[src/rtl/alu_request_scheduler.sv]
// Round-robin scheduler that shares one multi-cycle 32-bit ALU between N_REQ requesters,
// holding operands stable for the ALU latency and returning a held, flow-controlled response.
module alu_request_scheduler #(
  parameter int N_REQ   = 2,
  parameter int ALU_LAT = 3,
  parameter int ID_W    = $clog2(N_REQ)
) (
  input  logic                   clk,
  input  logic                   rst_n,
  input  logic [N_REQ-1:0]       req_valid,
  output logic [N_REQ-1:0]       req_ready,
  input  logic [N_REQ-1:0][2:0]  req_op,
  input  logic [N_REQ-1:0][31:0] req_a,
  input  logic [N_REQ-1:0][31:0] req_b,
  output logic [2:0]             alu_op,
  output logic [31:0]            alu_a,
  output logic [31:0]            alu_b,
  input  logic [31:0]            alu_result,
  input  logic                   alu_zero,
  input  logic                   alu_overflow,
  output logic                   rsp_valid,
  input  logic                   rsp_ready,
  output logic [ID_W-1:0]        rsp_id,
  output logic [31:0]            rsp_result,
  output logic                   rsp_zero,
  output logic                   rsp_overflow,
  output logic                   rsp_error,
  output logic                   busy
);

  localparam int CNT_W = $clog2(ALU_LAT + 1);

  typedef enum logic [1:0] {IDLE, WAIT, RESP} state_e;

  state_e            state_q, state_d;
  logic [ID_W-1:0]   rr_ptr_q, rr_ptr_d;
  logic [CNT_W-1:0]  cnt_q, cnt_d;
  logic [2:0]        alu_op_q, alu_op_d;
  logic [31:0]       alu_a_q, alu_a_d;
  logic [31:0]       alu_b_q, alu_b_d;
  logic              rsp_valid_q, rsp_valid_d;
  logic [ID_W-1:0]   rsp_id_q, rsp_id_d;
  logic [31:0]       rsp_result_q, rsp_result_d;
  logic              rsp_zero_q, rsp_zero_d;
  logic              rsp_ovf_q, rsp_ovf_d;
  logic              rsp_error_q, rsp_error_d;

  logic              grant_vld;
  logic [ID_W-1:0]   grant_idx;
  logic [ID_W:0]     cand;
  logic              sel_illegal;

  // Priority starts one past the last winner and wraps, so every waiting requester is reached.
  always_comb begin
    grant_vld = 1'b0;
    grant_idx = '0;
    cand      = '0;
    for (int i = 0; i < N_REQ; i++) begin
      cand = {1'b0, rr_ptr_q} + (ID_W+1)'(i + 1);
      if (cand >= (ID_W+1)'(N_REQ)) cand = cand - (ID_W+1)'(N_REQ);
      if (!grant_vld && req_valid[cand[ID_W-1:0]]) begin
        grant_vld = 1'b1;
        grant_idx = cand[ID_W-1:0];
      end
    end
  end

  always_comb begin
    req_ready = '0;
    if (state_q == IDLE && grant_vld) req_ready[grant_idx] = 1'b1;
  end

  assign sel_illegal = (req_op[grant_idx][1:0] == 2'b11);

  always_comb begin
    // NOTE: every _d starts from its _q so no branch can leave a value unassigned and infer a latch.
    state_d      = state_q;
    rr_ptr_d     = rr_ptr_q;
    cnt_d        = cnt_q;
    alu_op_d     = alu_op_q;
    alu_a_d      = alu_a_q;
    alu_b_d      = alu_b_q;
    rsp_valid_d  = rsp_valid_q;
    rsp_id_d     = rsp_id_q;
    rsp_result_d = rsp_result_q;
    rsp_zero_d   = rsp_zero_q;
    rsp_ovf_d    = rsp_ovf_q;
    rsp_error_d  = rsp_error_q;
    unique case (state_q)
      IDLE: begin
        if (grant_vld) begin
          rr_ptr_d = grant_idx;
          rsp_id_d = grant_idx;
          if (sel_illegal) begin
            // Rejected without touching the ALU registers, so the ALU output stays meaningful.
            rsp_result_d = '0;
            rsp_zero_d   = 1'b0;
            rsp_ovf_d    = 1'b0;
            rsp_error_d  = 1'b1;
            rsp_valid_d  = 1'b1;
            state_d      = RESP;
          end else begin
            alu_op_d = req_op[grant_idx];
            alu_a_d  = req_a[grant_idx];
            alu_b_d  = req_b[grant_idx];
            cnt_d    = '0;
            state_d  = WAIT;
          end
        end
      end
      WAIT: begin
        if (cnt_q == CNT_W'(ALU_LAT)) begin
          rsp_result_d = alu_result;
          rsp_zero_d   = alu_zero;
          rsp_ovf_d    = alu_overflow;
          rsp_error_d  = 1'b0;
          rsp_valid_d  = 1'b1;
          state_d      = RESP;
        end else begin
          cnt_d = cnt_q + 1'b1;
        end
      end
      RESP: begin
        if (rsp_ready) begin
          rsp_valid_d = 1'b0;
          state_d     = IDLE;
        end
      end
      default: state_d = IDLE;
    endcase
  end

  // NOTE: non-blocking assignments so every flop samples the pre-edge value of every other flop.
  always_ff @(posedge clk or negedge rst_n) begin
    if (!rst_n) begin
      state_q      <= IDLE;
      rr_ptr_q     <= ID_W'(N_REQ - 1);
      cnt_q        <= '0;
      alu_op_q     <= '0;
      alu_a_q      <= '0;
      alu_b_q      <= '0;
      rsp_valid_q  <= 1'b0;
      rsp_id_q     <= '0;
      rsp_result_q <= '0;
      rsp_zero_q   <= 1'b0;
      rsp_ovf_q    <= 1'b0;
      rsp_error_q  <= 1'b0;
    end else begin
      state_q      <= state_d;
      rr_ptr_q     <= rr_ptr_d;
      cnt_q        <= cnt_d;
      alu_op_q     <= alu_op_d;
      alu_a_q      <= alu_a_d;
      alu_b_q      <= alu_b_d;
      rsp_valid_q  <= rsp_valid_d;
      rsp_id_q     <= rsp_id_d;
      rsp_result_q <= rsp_result_d;
      rsp_zero_q   <= rsp_zero_d;
      rsp_ovf_q    <= rsp_ovf_d;
      rsp_error_q  <= rsp_error_d;
    end
  end

  assign alu_op       = alu_op_q;
  assign alu_a        = alu_a_q;
  assign alu_b        = alu_b_q;
  assign rsp_valid    = rsp_valid_q;
  assign rsp_id       = rsp_id_q;
  assign rsp_result   = rsp_result_q;
  assign rsp_zero     = rsp_zero_q;
  assign rsp_overflow = rsp_ovf_q;
  assign rsp_error    = rsp_error_q;
  assign busy         = (state_q != IDLE);

endmodule

[config.mk]
export PLATFORM = sky130hd
export DESIGN_NAME = alu_request_scheduler
export DESIGN_NICKNAME = d
export VERILOG_FILES = /design/src/rtl/alu_request_scheduler.sv
export SDC_FILE = /design/constraint.sdc
export NUM_CORES = 1
export LEC_CHECK = 0
export BUFFER_PORTS_ARGS = -buffer_cell sky130_fd_sc_hd__buf_4
export CAP_MARGIN = 20
export CORE_AREA = 2 2 110 112
export DETAILED_ROUTE_END_ITERATION = 10
export DIE_AREA = 0 0 112 114
export PLACE_DENSITY = 0.79
export RECOVER_POWER = 50
export SLEW_MARGIN = 10
export SYNTH_ARGS = -nofsm -noshare
export SYNTH_HDL_FRONTEND = slang
export SYNTH_SLANG_ARGS = --single-unit
[constraint.sdc]
create_clock -name clk -period 3.5 [get_ports clk]
set_input_delay 0.35 -clock clk [delete_from_list [all_inputs] [get_ports clk]]
set_output_delay 0.35 -clock clk [all_outputs]
set_load 0.02 [all_outputs]
==> run metrics <==
status finished with violations; CP max stage cell buf_4; clk_lat worst skew 0.34 ns; Syn Area/Cell 15.1 um^2; GRT met3 Usage 0.0553; # setup viols final 0; Crit path max-delay family buffers and inverters; Setup CP Type reg -> reg; Startpoint Class flop; Num Clock Sinks 109; largest net degree at the start of global routing 64; Post-Syn Instances 337; switching power 2.57 mW; Initial Util 0.436; Netlist cell types 30; crit path launch state_q[1]; WHS Endpoint rsp_result[11]; dpl cells 747; GR peak layer met2; H-tree levels 3; internal power 3.97 mW; actual slew at the worst max-slew pin 2.49 ns; minimum clock period 2.22 ns; Setup Buffers After CTS 0; r2r setup slk 1.28 ns; Remaining DRCs 0; #FFs+latches synth 109; Final Skew 0.00650 ns; first-pass GRT wire length 20500 um; Final #Nets 785; CTS tree yes; Routed WL per cell 17.0 um; Final Max Slew Viols 47; Static Leak 3.61 nW; fin worst setup slack 1.28 ns; Via density 5.04; CP cell instances nor2_1 > o21ai_1 > nor2_4 > buf_4 > mux2_2; Placement Cell Area 7320 um^2; R2R depth 5; # IOs 280; Routed Antenna Nets 0; Slew headroom -0.662; Worst Min Path Start alu_result[11]; part of the cycle the worst path needs 0.634; post-DP HPWL 9850 um; root buf cell clkbuf_16; First DRT Iteration DRCs 104; cts repair resizes 0; Max Clk Rate 0.450 GHz; YS warnings 0; Clock power frac 0.152; total negative slack 0 ns; Die ar. 12800 um^2; final RePlAce weighted congestion 0.784; DRT Pass-1 Iters 4; number of port buffers 279; critical path arrival 2.44 ns; Seq pwr share 0.347; Crit Path Max Fanout 33; final hold violation count 0; grt met1 use 0.245; kind of end point of the critical path flop; Net Count, Synth 511; Hold Path Depth 2; Net Sw Frac 0.393; total grt overflow 0; sum of buffers and inverters on the critical path 1; Layout area overhead 45.3%; antenna fix cells 0; max incr delay on CP 0.51 ns; Hold Buf Count CTS 0; mapped cell area 5100 um^2; Num CTS Buffers 9; worst path required time 3.72 ns; layout cells sized above 1 0.625; core area 11700 um^2; failing checks max-capacitance violations, max-slew violations; FF-to-FF Start state_q[1]; post-route insts no fill 763; capturing point of the worst reg2reg path alu_b[1]; clock transition at the registers of the reported paths 0.08 ns; width of the die 112 um; max-cap viol count 1; vias in the first global route 4060; combinational share of power 0.501; maximum vdd drop 0.436 mV; via count 3847; total wire length 13000 um; sequential fraction of the synthesis area 0.535; chip height 114 um; Power Density 883 nW/um^2; site row count 40; worst slack, placed 1.34 ns; clk buf depth 2; fin area 7410 um^2; GR Util All Layers 0.201; RSZ-0062 raised after global routing false; GRT met2 Usage 0.352; Worst Hold Class in -> reg; initial antenna violation count 0
==> how the worst max path moves through the flow <==
stage	slack [ns]	endpoint	cells after the start
CTS	1.31	alu_b[1]	5
detailed placement	1.34	alu_b[1]	5
floorplan	1.73	alu_a[0]	7
finish	1.28	alu_b[1]	5
global route	0.80	alu_a[28]	1
global placement	1.47	alu_b[1]	5
==> cell usage after synthesis (all sizes together) <==
cell type,count,area [um^2]
and2,1,6.26
nor2,4,17.5
o21a,1,7.51
ha,1,12.5
nand2,4,15.0
o221ai,1,26.3
clkbuf,10,37.5
o22ai,1,6.26
dfstp,1,26.3
nor2b,3,18.8
a21o,2,15.0
a21boi,1,7.51
a211o,2,17.5
a22o,34,298
o21ai,3,15.0
nor3b,1,12.5
inv,6,22.5
a21bo,2,20.0
buf,12,100
a211oi,1,7.51
nor3,4,20.0
mux2i,1,22.5
dfrtp,108,2700
mux2,130,1650
a21oi,3,15.0
==> final cells by class <==
| class | instances | area, um^2 |
|---|---|---|
| tap | 147 | 184 |
| sequential | 109 | 2730 |
| clock inverter | 7 | 66.3 |
| clock buffer | 9 | 225 |
| multi-input combinational | 200 | 2230 |
| fill | 967 | 4300 |
| timing repair buffer | 285 | 1950 |
| inverter | 6 | 22.5 |
==> layout by cell type, fill, tap and decap left out, types with 2 or more instances in the layout <==
| master | synthesis | final |
|---|---|---|
| nand2_1 | 4 | 4 |
| clkbuf_16 | 0 | 9 |
| buf_4 | 1 | 230 |
| inv_8 | 0 | 3 |
| nor2b_1 | 3 | 3 |
| mux2_2 | 80 | 80 |
| a21oi_1 | 3 | 3 |
| o21ai_0 | 2 | 2 |
| nor3_1 | 4 | 4 |
| a22o_1 | 34 | 34 |
| inv_6 | 0 | 2 |
| inv_1 | 6 | 6 |
| nor2_1 | 3 | 3 |
| clkinvlp_4 | 0 | 2 |
| a211o_1 | 2 | 2 |
| dfrtp_1 | 108 | 108 |
| clkbuf_1 | 10 | 54 |
| mux2_4 | 50 | 50 |
| a21o_1 | 2 | 2 |
| a21bo_2 | 2 | 2 |
==> stage by stage <==
| step | hold slack [ns] | util | power (mW) |
|---|---|---|---|
| final | 0.219 | 0.633 | 6.54 |
| after global placement | 0.385 | 0.625 | 5.74 |
| after CTS | 0.0156 | 0.650 | 6.86 |
| after global routing | 0.198 | 0.633 | 6.91 |
| after floorplan | 0.0544 | - | 4.40 |
| after detailed placement | 0.388 | 0.625 | 5.85 |
==> routing by layer <==
layer,up-vias,part of all wire
li1,1772,-
met1,1890,0.40
met2,169,0.51
met3,16,0.078
met4,0,0.013
met5,-,0
==> kinds of logic (layout without fill, tap and decap cells) <==
| group | after synthesis | count (layout) | synth area share |
|---|---|---|---|
| compound gates | 51 | 51 | 0.0854 |
| mux | 131 | 131 | 0.328 |
| buf+inv | 28 | 307 | 0.0314 |
| fa+ha+maj | 1 | 1 | 0.00245 |
| simple gates | 17 | 17 | 0.0177 |
| flops | 109 | 109 | 0.535 |
==> registers in the layout, indices dropped and copies added, names as in the netlist <==
signal,count
rsp_valid,1
rsp_result,32
rr_ptr_q,1
rsp_id,1
alu_a,32
alu_op,3
rsp_error,1
alu_b,32
rsp_overflow,1
state_q,2
rsp_zero,1
cnt_q,2
==> power by group through the flow <==
stage | sequential [mW] | combinational, mW | clock (mW)
2_1_floorplan | 2.95 | 1.45 | 0
3_3_place_gp | 2.28 | 3.46 | 0
3_5_place_dp | 2.28 | 3.57 | 0
4_1_cts | 2.28 | 3.56 | 1.02
5_1_grt | 2.35 | 3.48 | 1.08
6_report | 2.27 | 3.28 | 0.993
Note: power is estimated with default switching activity, not from simulation.
